===== config.mk =====
export PLATFORM = sky130hd
export DESIGN_NAME = game_flow_controller_flat
export DESIGN_NICKNAME = d
export VERILOG_FILES = /design/src/rtl/game_pkg.sv /design/src/rtl/game_flow_controller_if.sv /design/src/rtl/game_flow_controller_frame_event_latch.sv /design/src/rtl/game_flow_controller.sv /design/src/flat_wrapper.sv
export SDC_FILE = /design/constraint.sdc
export NUM_CORES = 1
export LEC_CHECK = 0
export ABC_AREA = 1
export BUFFER_PORTS_ARGS = -buffer_cell sky130_fd_sc_hd__buf_2
export CAP_MARGIN = 20
export CORE_MARGIN = 2
export CORE_UTILIZATION = 63
export DETAILED_ROUTE_END_ITERATION = 10
export GPL_ROUTABILITY_DRIVEN = 1
export PLACE_DENSITY_LB_ADDON = 0.12
export SKIP_LAST_GASP = 1
export SLEW_MARGIN = 10
export SYNTH_ARGS = -nofsm -noshare
export SYNTH_HDL_FRONTEND = slang
export SYNTH_HIERARCHICAL = 1
export SYNTH_SLANG_ARGS = --single-unit

===== constraint.sdc =====
create_clock -name clk -period 8.9 [get_ports clk]
set_input_delay 1.78 -clock clk [delete_from_list [all_inputs] [get_ports clk]]
set_output_delay 1.78 -clock clk [all_outputs]
set_load 0.01 [all_outputs]

===== src/rtl/game_pkg.sv =====
`default_nettype none
// ============================================================================
//  Module   : game_pkg
//  Brief    : Shared types, default constants and BCD helper for the game
//             frame-flow controller.
//  Revision : 1.0 - initial release
// ============================================================================
package game_pkg;

    typedef enum logic [2:0] {
        IDLE      = 3'd0,
        PLAY      = 3'd1,
        FREEZE    = 3'd2,
        PAUSE     = 3'd3,
        GAME_OVER = 3'd4
    } game_state_t;

    // Default tuning values for the controller parameters
    localparam int c_init_lives    = 3;
    localparam int c_max_lives     = 5;
    localparam int c_freeze_frames = 30;
    localparam int c_level_step    = 10;
    localparam int c_max_level     = 7;

    // Bit positions inside the per-frame event vector
    localparam int c_ev_num    = 0;
    localparam int c_ev_hart   = 1;
    localparam int c_ev_border = 2;
    localparam int c_ev_count  = 3;

    // Two-digit BCD increment that sticks at 99
    function automatic logic [7:0] bcd_inc(input logic [7:0] v);
        logic [7:0] r;
        if (v == 8'h99)
            r = v;
        else if (v[3:0] == 4'd9)
            r = {v[7:4] + 4'd1, 4'd0};
        else
            r = {v[7:4], v[3:0] + 4'd1};
        return r;
    endfunction

endpackage
`default_nettype wire


===== src/rtl/game_flow_controller_if.sv =====
`default_nettype none
// ============================================================================
//  Module   : game_flow_controller_if
//  Brief    : Bundle of frame events/keys into the controller and the
//             enable/restart/status outputs back to movement and display.
//  Revision : 1.0 - initial release
// ============================================================================
interface game_flow_controller_if;
    import game_pkg::*;

    logic        startOfFrame;
    logic        hit_number_pulse;
    logic        hart_collision;
    logic        border_collision;
    logic        start_key;
    logic        pause_key;

    logic        objects_enable;
    logic        objects_restart;
    logic [7:0]  score_bcd;
    logic [2:0]  lives;
    logic [2:0]  level;
    game_state_t game_state;
    logic        game_over;

    // Producer of events/keys, consumer of status
    modport master (
        output startOfFrame, hit_number_pulse, hart_collision, border_collision,
               start_key, pause_key,
        input  objects_enable, objects_restart, score_bcd, lives, level,
               game_state, game_over
    );

    // The controller itself
    modport slave (
        input  startOfFrame, hit_number_pulse, hart_collision, border_collision,
               start_key, pause_key,
        output objects_enable, objects_restart, score_bcd, lives, level,
               game_state, game_over
    );

endinterface
`default_nettype wire


===== src/rtl/game_flow_controller_frame_event_latch.sv =====
`default_nettype none
// ============================================================================
//  Module   : frame_event_latch
//  Brief    : Sticky per-frame capture of N event inputs. The latched value
//             is the ending frame's history on the startOfFrame clk; an input
//             high on that same clk seeds the new frame.
//  Revision : 1.0 - initial release
// ============================================================================
module frame_event_latch #(
    parameter int N = 3
) (
    input  wire logic         clk,
    input  wire logic         reset,
    input  wire logic         sof,
    input  wire logic [N-1:0] ev_in,
    output logic      [N-1:0] ev_latched
);

    generate
        for (genvar i = 0; i < N; i++) begin : g_bit
            // Restart capture at frame start, otherwise accumulate
            always_ff @(posedge clk) begin
                if (reset)
                    ev_latched[i] <= 1'b0;
                else if (sof)
                    ev_latched[i] <= ev_in[i];
                else
                    ev_latched[i] <= ev_latched[i] | ev_in[i];
            end
        end
    endgenerate

endmodule
`default_nettype wire


===== src/rtl/game_flow_controller.sv =====
`default_nettype none
// ============================================================================
//  Module   : game_flow_controller
//  Brief    : Frame-level game sequencer: applies latched collision events to
//             score/lives/level at each frame start and drives object
//             enable/restart and status outputs.
//  Revision : 1.0 - initial release
// ============================================================================
module game_flow_controller
    import game_pkg::*;
#(
    parameter int INIT_LIVES    = c_init_lives,
    parameter int MAX_LIVES     = c_max_lives,
    parameter int FREEZE_FRAMES = c_freeze_frames,
    parameter int LEVEL_STEP    = c_level_step,
    parameter int MAX_LEVEL     = c_max_level
) (
    input  wire logic             clk,
    input  wire logic             reset,
    game_flow_controller_if.slave bus
);

    localparam int c_frz_w = (FREEZE_FRAMES > 2) ? $clog2(FREEZE_FRAMES) : 1;

    game_state_t          r_state, w_state;
    logic [7:0]           r_score, w_score;
    logic [2:0]           r_lives, w_lives;
    logic [2:0]           r_level, w_level;
    logic [c_frz_w-1:0]   r_frz,   w_frz;
    logic                 w_restart;
    logic                 r_restart, r_enable, r_game_over;
    logic                 r_start_prev, r_pause_prev;
    logic                 w_start_rise, w_pause_rise;
    logic [c_ev_count-1:0] w_ev;

    // Level derived from the BCD score: 1 + score/LEVEL_STEP, capped
    function automatic logic [2:0] level_from(input logic [7:0] bcd);
        int bin;
        int lvl;
        bin = int'(bcd[7:4]) * 10 + int'(bcd[3:0]);
        lvl = bin / LEVEL_STEP + 1;
        if (lvl > MAX_LEVEL)
            lvl = MAX_LEVEL;
        return 3'(lvl);
    endfunction

    frame_event_latch #(.N(c_ev_count)) u_event_latch (
        .clk        (clk),
        .reset      (reset),
        .sof        (bus.startOfFrame),
        .ev_in      ({bus.border_collision, bus.hart_collision, bus.hit_number_pulse}),
        .ev_latched (w_ev)
    );

    assign w_start_rise = bus.start_key & ~r_start_prev;
    assign w_pause_rise = bus.pause_key & ~r_pause_prev;

    // Next-state and datapath update decisions
    always_comb begin
        w_state   = r_state;
        w_score   = r_score;
        w_lives   = r_lives;
        w_level   = r_level;
        w_frz     = r_frz;
        w_restart = 1'b0;
        case (r_state)
            IDLE: begin
                if (w_start_rise) begin
                    w_state   = PLAY;
                    w_restart = 1'b1;
                    w_score   = 8'h00;
                    w_lives   = 3'(INIT_LIVES);
                    w_level   = 3'd1;
                end
            end
            PLAY: begin
                if (bus.startOfFrame) begin
                    if (w_ev[c_ev_num]) begin
                        w_score = bcd_inc(r_score);
                        w_level = level_from(w_score);
                    end
                    if (w_ev[c_ev_border]) begin
                        // Border wins over hart in the same frame
                        w_lives   = (r_lives != 3'd0) ? r_lives - 3'd1 : 3'd0;
                        w_restart = 1'b1;
                        if (r_lives <= 3'd1) begin
                            w_state = GAME_OVER;
                        end else begin
                            w_state = FREEZE;
                            w_frz   = c_frz_w'(FREEZE_FRAMES - 1);
                        end
                    end else if (w_ev[c_ev_hart] && (r_lives < 3'(MAX_LIVES))) begin
                        w_lives = r_lives + 3'd1;
                    end
                end
                if ((w_state == PLAY) && w_pause_rise)
                    w_state = PAUSE;
            end
            FREEZE: begin
                if (bus.startOfFrame) begin
                    if (r_frz == '0)
                        w_state = PLAY;
                    else
                        w_frz = r_frz - 1'b1;
                end
            end
            PAUSE: begin
                if (w_pause_rise)
                    w_state = PLAY;
            end
            GAME_OVER: begin
                if (w_start_rise)
                    w_state = IDLE;
            end
            default: w_state = IDLE;
        endcase
    end

    // State, counters and registered outputs
    always_ff @(posedge clk) begin
        if (reset) begin
            r_state      <= IDLE;
            r_score      <= 8'h00;
            r_lives      <= 3'(INIT_LIVES);
            r_level      <= 3'd1;
            r_frz        <= '0;
            r_restart    <= 1'b0;
            r_enable     <= 1'b0;
            r_game_over  <= 1'b0;
            // Sampling the key during reset means a held key is not an edge
            r_start_prev <= bus.start_key;
            r_pause_prev <= bus.pause_key;
        end else begin
            r_state      <= w_state;
            r_score      <= w_score;
            r_lives      <= w_lives;
            r_level      <= w_level;
            r_frz        <= w_frz;
            r_restart    <= w_restart;
            r_enable     <= (w_state == PLAY);
            r_game_over  <= (w_state == GAME_OVER);
            r_start_prev <= bus.start_key;
            r_pause_prev <= bus.pause_key;
        end
    end

    assign bus.objects_enable  = r_enable;
    assign bus.objects_restart = r_restart;
    assign bus.score_bcd       = r_score;
    assign bus.lives           = r_lives;
    assign bus.level           = r_level;
    assign bus.game_state      = r_state;
    assign bus.game_over       = r_game_over;

endmodule
`default_nettype wire


===== src/flat_wrapper.sv =====
// flat-port wrapper written by rule: the top's interface ports become plain ports
module game_flow_controller_flat import game_pkg::*;
#(
    parameter int INIT_LIVES    = c_init_lives,
    parameter int MAX_LIVES     = c_max_lives,
    parameter int FREEZE_FRAMES = c_freeze_frames,
    parameter int LEVEL_STEP    = c_level_step,
    parameter int MAX_LEVEL     = c_max_level
)
  (clk, reset, bus_startOfFrame, bus_hit_number_pulse, bus_hart_collision, bus_border_collision, bus_start_key, bus_pause_key, bus_objects_enable, bus_objects_restart, bus_score_bcd, bus_lives, bus_level, bus_game_state, bus_game_over);
  game_flow_controller_if bus_i ();
  input  wire logic clk;
  input  wire logic reset;
  input wire logic [$bits(bus_i.startOfFrame)-1:0] bus_startOfFrame;
  input wire logic [$bits(bus_i.hit_number_pulse)-1:0] bus_hit_number_pulse;
  input wire logic [$bits(bus_i.hart_collision)-1:0] bus_hart_collision;
  input wire logic [$bits(bus_i.border_collision)-1:0] bus_border_collision;
  input wire logic [$bits(bus_i.start_key)-1:0] bus_start_key;
  input wire logic [$bits(bus_i.pause_key)-1:0] bus_pause_key;
  output wire logic [$bits(bus_i.objects_enable)-1:0] bus_objects_enable;
  output wire logic [$bits(bus_i.objects_restart)-1:0] bus_objects_restart;
  output wire logic [$bits(bus_i.score_bcd)-1:0] bus_score_bcd;
  output wire logic [$bits(bus_i.lives)-1:0] bus_lives;
  output wire logic [$bits(bus_i.level)-1:0] bus_level;
  output wire logic [$bits(bus_i.game_state)-1:0] bus_game_state;
  output wire logic [$bits(bus_i.game_over)-1:0] bus_game_over;
  assign bus_i.startOfFrame = bus_startOfFrame;
  assign bus_i.hit_number_pulse = bus_hit_number_pulse;
  assign bus_i.hart_collision = bus_hart_collision;
  assign bus_i.border_collision = bus_border_collision;
  assign bus_i.start_key = bus_start_key;
  assign bus_i.pause_key = bus_pause_key;
  assign bus_objects_enable = bus_i.objects_enable;
  assign bus_objects_restart = bus_i.objects_restart;
  assign bus_score_bcd = bus_i.score_bcd;
  assign bus_lives = bus_i.lives;
  assign bus_level = bus_i.level;
  assign bus_game_state = bus_i.game_state;
  assign bus_game_over = bus_i.game_over;
  game_flow_controller #(.INIT_LIVES(INIT_LIVES), .MAX_LIVES(MAX_LIVES), .FREEZE_FRAMES(FREEZE_FRAMES), .LEVEL_STEP(LEVEL_STEP), .MAX_LEVEL(MAX_LEVEL)) u_core (.clk(clk), .reset(reset), .bus(bus_i));
endmodule

==> results of run 1 <==
routing by layer:
metal	up-vias	routed length (um)	GRT usage [%]
met5	-	0	0
met4	0	89	10.7
met3	9	150	3.42
met2	36	2330	44.1
met1	1009	2320	30.8
li1	1185	-	-
registers in the layout, indices dropped and copies added (netlist names), 3 cells and up:
register                         count
u_core/bus.lives                     3
u_core/bus.level                     3
u_core/r_frz                         5
u_core/u_event_latch/ev_latched      3
u_core/bus.game_state                3
u_core/bus.score_bcd                 8
cell type report:
class	count	area [um^2]	share of cell area, %
Sequential cell	30	601	22.7
Multi-Input combinational cell	255	1510	57.1
Clock buffer	7	76.3	2.88
Tap cell	48	60.1	2.27
Inverter	62	234	8.83
Clock inverter	1	30.0	1.13
Timing Repair Buffer	27	135	5.10
power by group through the flow:
stage	logic [mW]	registers, mW	clock network [mW]
floorplan	0.0293	0.152	0
global placement	0.0424	0.151	0
detailed placement	0.0431	0.151	0
CTS	0.0435	0.148	0.136
global route	0.0500	0.149	0.140
finish	0.0436	0.149	0.133
through the flow:
step / area, um^2 / std cells / total power, mW
after CTS: 2650 / 430 / 0.328
after global placement: 2540 / 422 / 0.193
final: 2650 / 430 / 0.325
after global routing: 2650 / 430 / 0.340
after detailed placement: 2540 / 422 / 0.194
after floorplan: 2360 / 351 / 0.181
logic make-up (layout without fill, tap and decap cells):
family,Yosys count,count (layout)
and+or+nand+nor,166,166
AOI/OAI and AO/OA,61,61
DFF,30,30
muxes,1,1
xor gates and xnor gates,6,6
adders and majority gates,21,21
buffers and inverters,66,97
placed cells by master, fill, tap and decap left out, types with 2 or more instances in the layout:
| cell | count |
|---|---|
| nand2_1 | 85 |
| inv_1 | 55 |
| dfxtp_1 | 30 |
| a21oi_1 | 28 |
| buf_2 | 27 |
| nor2_1 | 21 |
| nand3_1 | 19 |
| ha_1 | 19 |
| nand2_2 | 16 |
| o21ai_0 | 15 |
| inv_2 | 6 |
| clkbuf_8 | 5 |
| nand3_2 | 5 |
| nor3_1 | 4 |
| o211ai_1 | 4 |
| xnor2_1 | 3 |
| nor4_1 | 3 |
| clkbuf_1 | 2 |
| nand2_4 | 2 |
| a21oi_2 | 2 |
| a21o_1 | 2 |
| xor2_1 | 2 |
| nand4_2 | 2 |
| nand3b_1 | 2 |
| o21ai_1 | 2 |
| o221ai_1 | 2 |
| a211oi_1 | 2 |
| a31oi_1 | 2 |
| fa_1 | 2 |
worst max-delay path by stage:
stage                                to  slack, ns                    start
floorplan           u_core/bus.level[1]       3.60  u_core/bus.score_bcd[0]
global placement    u_core/bus.level[1]       3.36  u_core/bus.score_bcd[0]
detailed placement  u_core/bus.level[1]       3.15  u_core/bus.score_bcd[0]
CTS                 u_core/bus.level[1]       3.13  u_core/bus.score_bcd[0]
global route        u_core/bus.level[1]       2.44  u_core/bus.score_bcd[0]
finish              u_core/bus.level[1]       3.16  u_core/bus.score_bcd[0]
worst register-to-register path: cells and delay by family (launching register included):
| family | cells | cell delay (ns) |
|---|---|---|
| AOI/OAI and AO/OA | 3 | 0.61 |
| adders and majority gates | 6 | 1.80 |
| buffers and inverters | 4 | 0.35 |
| DFF | 1 | 0.43 |
| and+or+nand+nor | 29 | 2.46 |
==> metrics.md, run 1 <==
| Metric | Value |
|---|---|
| Post-Synth XOR/XNOR Area | 2.54% |
| YS warnings | 6 |
| Total gr overflow | 0 |
| RR Endpoint | u_core/bus.level[1] |
| CTS tree | done |
| All-Layer GR Usage | 25.2% |
| H-tree Lvls | 2 |
| Clock transition at path regs | 0.06 ns |
| FF-to-FF Start | u_core/bus.score_bcd[0] |
| Mapped cell area | 2360 um^2 |
| Hold Slack | 0.464 ns |
| Setup Buffers After CTS | 0 |
| Bufs on Longest Clock Path | 2 |
| Mapped Cells | 351 |
| Comb pwr share | 13.4% |
| I/O pins | 28 |
| Layout Skew | ~0.0038 ns |
| Flop pwr share | 45.7% |
| Chip height | 65.3 um |
| Setup WS pre-CTS | 3.15 ns |
| Max stage delay on crit path | a little under 0.6 ns |
| Maxcap violations | 0 |
| Detailed-placement wirelength estimate | 3820 um |
| Switch share | 25.6% |
| Largest family of logic cells by synthesized area | simple AND/OR/NAND/NOR gates |
| Post-synthesis net count | between 300 and 400 |
| Setup WS post-layout | around 3.2 ns |
| Cell variety after synth | 40 |
| First-pass GRT wire length | between 8000 and 9000 um |
| Initial antenna violation count | 0 |
| Final core occ | approximately 73% |
| Die width | 65.3 um |
| Slew Limit Fails | 0 |
| Setup TNS | 0 ns |
| N_diodes | 0 |
| Routed WL per cell | 11.4 um |
| Clock power share | approximately two fifths |
| Num Clock Sinks | 30 |
| Die area | 4260 um^2 |
| Startpoint Class | register |
| Register-to-Register Path Depth | 42 |
| Top post-synthesis cells by count | nand2_1, inv_1, dfxtp_1, a21oi_1, nor2_1 |
| Worst Hold Class | register to register |
| Worst vdd ir | approximately 0.13 mV |
| Critical path type | register to register |
| Max-slew headroom | 46.0% |
| 1st-iter DRT viols | 101 |
| Min Clock Period, post-route | between 5 and 6 ns |
| Fraction of layout cells with a size suffix above 1 | 18.8% |
| Ranking of synthesized cells by area | dfxtp_1, nand2_1, ha_1, inv_1, a21oi_1 |
| Compound-Gate Fraction of Synth Area | 14.7% |
| Fill cells | 311 |
| Psw | about 83 uW |
| Hold endpoint | u_core/u_event_latch/ev_latched[1] |
| Yosys top cell area share | approximately 25% |
| Tcrit/Tclk final | between 60 and 70% |
| Post-CTS resize count | 0 |
| CP most frequent cell | nand2_1 |
| Post-Synth Adder-Cell Area | 11.7% |
| Ys async rst share | 0% |
| Std-Cell Rows | 22 |
| Final ANT Viol Nets | 0 |
| Starting Density | 65.1% |
| Via/cell ratio | 5.21 |
| PortBufs | 27 |
| CP top delay family | simple AND/OR/NAND/NOR gates |
| Top cell type by total area after synthesis | dfxtp_1 |
| Net count, final | 410 |
| Stages on the worst setup path | 42 |
| Mux share of post-synthesis cell area | less than 1% |
| Area delta synth->final | 12.1% |
| Power per Cell Area | between 100 and 150 nW/um^2 |
| Simple-gate portion of the synthesized area | around 35% |
| Hold path start | u_core/u_event_latch/ev_latched[1] |
| Pint | roughly 240 uW |
| Status | completed |
| Worst EP arrival | about 6.0 ns |
| Slew @ Worst Pin | roughly 0.81 ns |
| Ys flop type | dfxtp_1 |
| R2r setup slk | 3.16 ns |
| Pin count of the biggest net entering global routing | 26 |
| DR vias | 2239 |
| Required @ worst endpoint | 9.11 ns |
| Fmax | 174 MHz |
| Worst-skew pair later-pin latency | 0.28 ns |
| Post-route DRC | 0 |
| 1st-pass router iterations | 4 |
| Hold path depth | 2 |
| Final hold viol count | 0 |
| Yosys reg bits | 30 |
| Number of global-route vias before repair | approximately 2.1k |
| TritonCTS Buffers | 5 |
| Pleak | 1.40 nW |
| EDFF count, synth | 0 |
| Hold buffers post-CTS | 0 |
| Final wirelength | 4890 um |
| Core area | 3630 um^2 |
| Post-synthesis sequential area ratio | roughly 25% |
| RSZ-0062 raised after global routing | false |
| CP max-delay cell | fa_1 |
| Root Driver | clkbuf_8 |
| Critical path buffer and inverter count | 4 |
| Count leader, synth | nand2_1 |
| Avg Inst Size Synth | between 6 and 7 um^2 |
| Worst Setup End Kind | register |
| Worst Path Max Fanout | 8 |
| Final setup viols | 0 |
| Routability Congestion | 0.874 |
(Power assumes the default switching activity.)
==> inputs of run 2 (changes only) <==
--- a/config.mk
+++ b/config.mk
@@ -5,11 +5,11 @@
 export SDC_FILE = /design/constraint.sdc
 export NUM_CORES = 1
 export LEC_CHECK = 0
-export ABC_AREA = 1
+export ABC_AREA = 0
 export BUFFER_PORTS_ARGS = -buffer_cell sky130_fd_sc_hd__buf_2
 export CAP_MARGIN = 20
 export CORE_MARGIN = 2
-export CORE_UTILIZATION = 63
+export CORE_UTILIZATION = 54
 export DETAILED_ROUTE_END_ITERATION = 10
 export GPL_ROUTABILITY_DRIVEN = 1
 export PLACE_DENSITY_LB_ADDON = 0.12
==> constraint.sdc (replaced) <==
create_clock -name clk -period 5.15 [get_ports clk]
set_input_delay 1.03 -clock clk [delete_from_list [all_inputs] [get_ports clk]]
set_output_delay 1.03 -clock clk [all_outputs]
set_load 0.01 [all_outputs]
==> metrics.md, run 2 <==
| Metric | Value |
|---|---|
| Status | finished with violations (was completed) |
| Failing checks | setup timing |
| Worst Hold Class | register to register (unchanged) |
| Ys async rst share | 0% (unchanged) |
| Post-synthesis net count | 390 (was 380) |
| 1st-iter DRT viols | 196 (was 101) |
| Die area | 5590 um^2 (was 4260 um^2) |
| Worst EP arrival | 5.33 ns (was 5.95 ns) |
| M1 WL | 3460 um (was 2320 um) |
| Critical path type | register to register (unchanged) |
| Pin count of the biggest net entering global routing | 29 (was 26) |
| Std-Cell Rows | 25 (was 22) |
| DR WL met3 | 451 um (was 150 um) |
| Fraction of layout cells with a size suffix above 1 | 31.1% (was 18.8%) |
| Total power | 515 uW (was 325 uW) |
| Startpoint Class | register (unchanged) |
| Routed WL per cell | 14.6 um (was 11.4 um) |
| Maxcap violations | 0 (unchanged) |
| Mapped cell area | 2700 um^2 (was 2360 um^2) |
| Most common cell after layout, fill and taps aside | buf_4 (was nand2_1) |
| Ranking of synthesized cells by area | dfxtp_1, ha_1, a21oi_1, nand2_1, nor2_1 (was dfxtp_1, nand2_1, ha_1, inv_1, a21oi_1) |
| Setup WS post-layout | -0.0229 ns (was 3.16 ns) |
| Ys flop type | dfxtp_1 (unchanged) |
| Most frequent cells in the layout | buf_4, nand2_1, nor2_1, a21oi_1, buf_2 (was nand2_1, inv_1, dfxtp_1, a21oi_1, buf_2) |
| H-tree Lvls | 2 (unchanged) |
| Fmax | 193 MHz (was 174 MHz) |
| Final setup viols | 1 (was 0) |
| Final hold viol count | 0 (unchanged) |
| CTS tree | done (unchanged) |
| I/O pins | 28 (unchanged) |
| Worst vdd ir | 0.164 mV (was 0.128 mV) |
| Routability Congestion | 0.972 (was 0.874) |
| RSZ-0062 raised after global routing | true (was false) |
| Mapped Cells | 361 (was 351) |
| Worst-skew pair later-pin latency | 0.28 ns (about the same) |
| Min Clock Period, post-route | 5.17 ns (was 5.74 ns) |
| First-pass GRT wire length | 11600 um (was 8580 um) |
| Count leader, synth | nand2_1 (unchanged) |
| Cell variety after synth | 65 (was 40) |
| Max reg flops | 8 (unchanged) |
| TritonCTS Buffers | 5 (unchanged) |
| Final wirelength | 7240 um (was 4890 um) |
| Tcrit/Tclk final | 100% (was 64.4%) |
| All-Layer GR Usage | 26.1% (was 25.2%) |
| Worst Setup End Kind | register (unchanged) |
| Area delta synth->final | 31.8% (was 12.1%) |
| Net count, final | 456 (was 410) |
| Final ANT Viol Nets | 0 (unchanged) |
| Root Driver | clkbuf_8 (unchanged) |
| Number of global-route vias before repair | 2549 (was 2077) |
| Slew @ Worst Pin | 0.949 ns (was 0.807 ns) |
| EDFF count, synth | 0 (unchanged) |
| Max-slew headroom | 36.3% (was 46.0%) |
| Core area | 4790 um^2 (was 3630 um^2) |
| Starting Density | 56.5% (was 65.1%) |
| Top post-synthesis cells by count | nand2_1, a21oi_1, nor2_1, dfxtp_1, o21ai_0 (was nand2_1, inv_1, dfxtp_1, a21oi_1, nor2_1) |
| Detailed-placement wirelength estimate | 5240 um (was 3820 um) |
| Routed length on met2 | 3230 um (was 2330 um) |
| Yosys reg bits | 30 (unchanged) |
| YS warnings | 6 (unchanged) |
| Slew Limit Fails | 0 (unchanged) |
| Bufs on Longest Clock Path | 2 (unchanged) |
| Via/cell ratio | 5.92 (was 5.21) |
| Initial antenna violation count | 0 (unchanged) |
| Clock transition at path regs | 0.06 ns (about the same) |
| Worst Path Max Fanout | 8 (unchanged) |
| Yosys top cell area share | 22.2% (was 25.4%) |
| Post-synthesis sequential area ratio | 22.2% (was 25.4%) |
| Setup TNS | -0.0229 ns (was 0 ns) |
| Post-route DRC | 0 (unchanged) |
| Final core occ | 74.5% (was 72.9%) |
| Max Used Layer | met4 (unchanged) |
| Top cell type by total area after synthesis | dfxtp_1 (unchanged) |
| Required @ worst endpoint | 5.30 ns (was 9.11 ns) |
| Pleak | 1.55 nW (was 1.40 nW) |
| 1st-pass router iterations | 5 (was 4) |
| Die width | 74.8 um (was 65.3 um) |
| Power per Cell Area | 145 nW/um^2 (was 123 nW/um^2) |
| PortBufs | 27 (unchanged) |
| N_diodes | 0 (unchanged) |
| Avg Inst Size Synth | 7.49 um^2 (was 6.74 um^2) |
| Fill cells | 393 (was 311) |
| Layout Skew | 0.00372 ns (was 0.00381 ns) |
| Num Clock Sinks | 30 (unchanged) |
| Total gr overflow | 0 (unchanged) |
| DR vias | 2931 (was 2239) |
| Chip height | 74.8 um (was 65.3 um) |
==> run 2: cell count changes in the layout (fill, tap and decap cells not counted), sizes merged, moves of 8 or more <==
| cell | previous run | this run |
|---|---|---|
| nand2b | 0 | 9 |
| nand2 | 103 | 43 |
| nand3 | 25 | 15 |
| inv | 61 | 18 |
| nor2 | 23 | 35 |
| and3 | 0 | 8 |
| nor3 | 4 | 13 |
| buf | 27 | 77 |
==> run 2: final cells by class <==
type / instances / area (um^2) / area share, %
clock buffer: 8 / 110 / 3.09
sequential: 30 / 608 / 17.1
timing repair buffer: 77 / 531 / 14.9
tap: 67 / 83.8 / 2.35
inverter: 18 / 67.6 / 1.90
multi-input combinational: 295 / 2160 / 60.7
==> run 2: cell families (layout without fill, tap and decap cells) <==
family | Yosys count | after routing | synth area share (%)
flops | 30 | 30 | 22.2
simple gates | 145 | 145 | 27.3
fa+ha+maj | 21 | 21 | 10.3
buf+inv | 36 | 103 | 5.28
mux | 3 | 3 | 1.11
compound gates | 114 | 114 | 29.4
xor+xnor | 12 | 12 | 4.40
==> run 2: through the flow <==
step	worst slack, ns	instances	cell area [um^2]	hold WS (ns)
6_report	-0.0229	495	3560	0.476
5_1_grt	-0.231	495	3560	0.492
4_1_cts	0.00462	487	3400	0.476
3_5_place_dp	-0.0263	476	3240	0.465
3_3_place_gp	0.0635	476	3240	0.464
2_1_floorplan	0.0114	361	2800	0.444
==> run 2: report_power, final <==
group	switching (mW)	internal [mW]
Clock	0.0882	0.135
Combinational	0.0287	0.0174
Sequential	0.00714	0.239
==> run 2: path summary, 6_finish.rpt <==
| check | from | cells past startpoint | slack, ns | end |
|---|---|---|---|---|
| max reg2reg | u_core/bus.score_bcd[1] | 27 | -0.02 | u_core/bus.level[1] |
| min | u_core/u_event_latch/ev_latched[1] | 2 | 0.48 | u_core/u_event_latch/ev_latched[1] |
| max | u_core/bus.score_bcd[1] | 27 | -0.02 | u_core/bus.level[1] |
| min reg2reg | u_core/u_event_latch/ev_latched[1] | 2 | 0.48 | u_core/u_event_latch/ev_latched[1] |
==> run 2: critical path, stage by stage, from the launching register on <==
cell	delay, ns
dfxtp_2	0.32
inv_2	0.06
ha_4	0.15
nand3b_4	0.14
o21a_4	0.27
nor2_4	0.12
inv_2	0.07
ha_4	0.24
ha_4	0.16
fa_2	0.54
o211ai_1	0.11
nor2_1	0.14
buf_6	0.17
nor3_2	0.08
o31ai_2	0.29
ha_1	0.29
nand2b_4	0.15
nor4_2	0.15
o21ai_1	0.11
o221ai_2	0.13
and3_1	0.21
o221ai_1	0.15
or2_1	0.27
and3_4	0.19
ha_4	0.25
a21oi_2	0.04
a31oi_1	0.16
o2bb2ai_1	0.09
==> run 2: routing by layer <==
layer	track usage, %	vias up
met5	0	-
met4	3.97	0
met3	5.22	12
met2	41.1	118
met1	38.1	1354
li1	-	1447
==> run 2: timing repair <==
item,4_1_cts,5_1_grt
setup endpoints to repair,1,3
pin swaps,2,23
hold endpoints to repair,0,0
buffers inserted,3,8
resized for setup,7,22
hold buffers,0,0
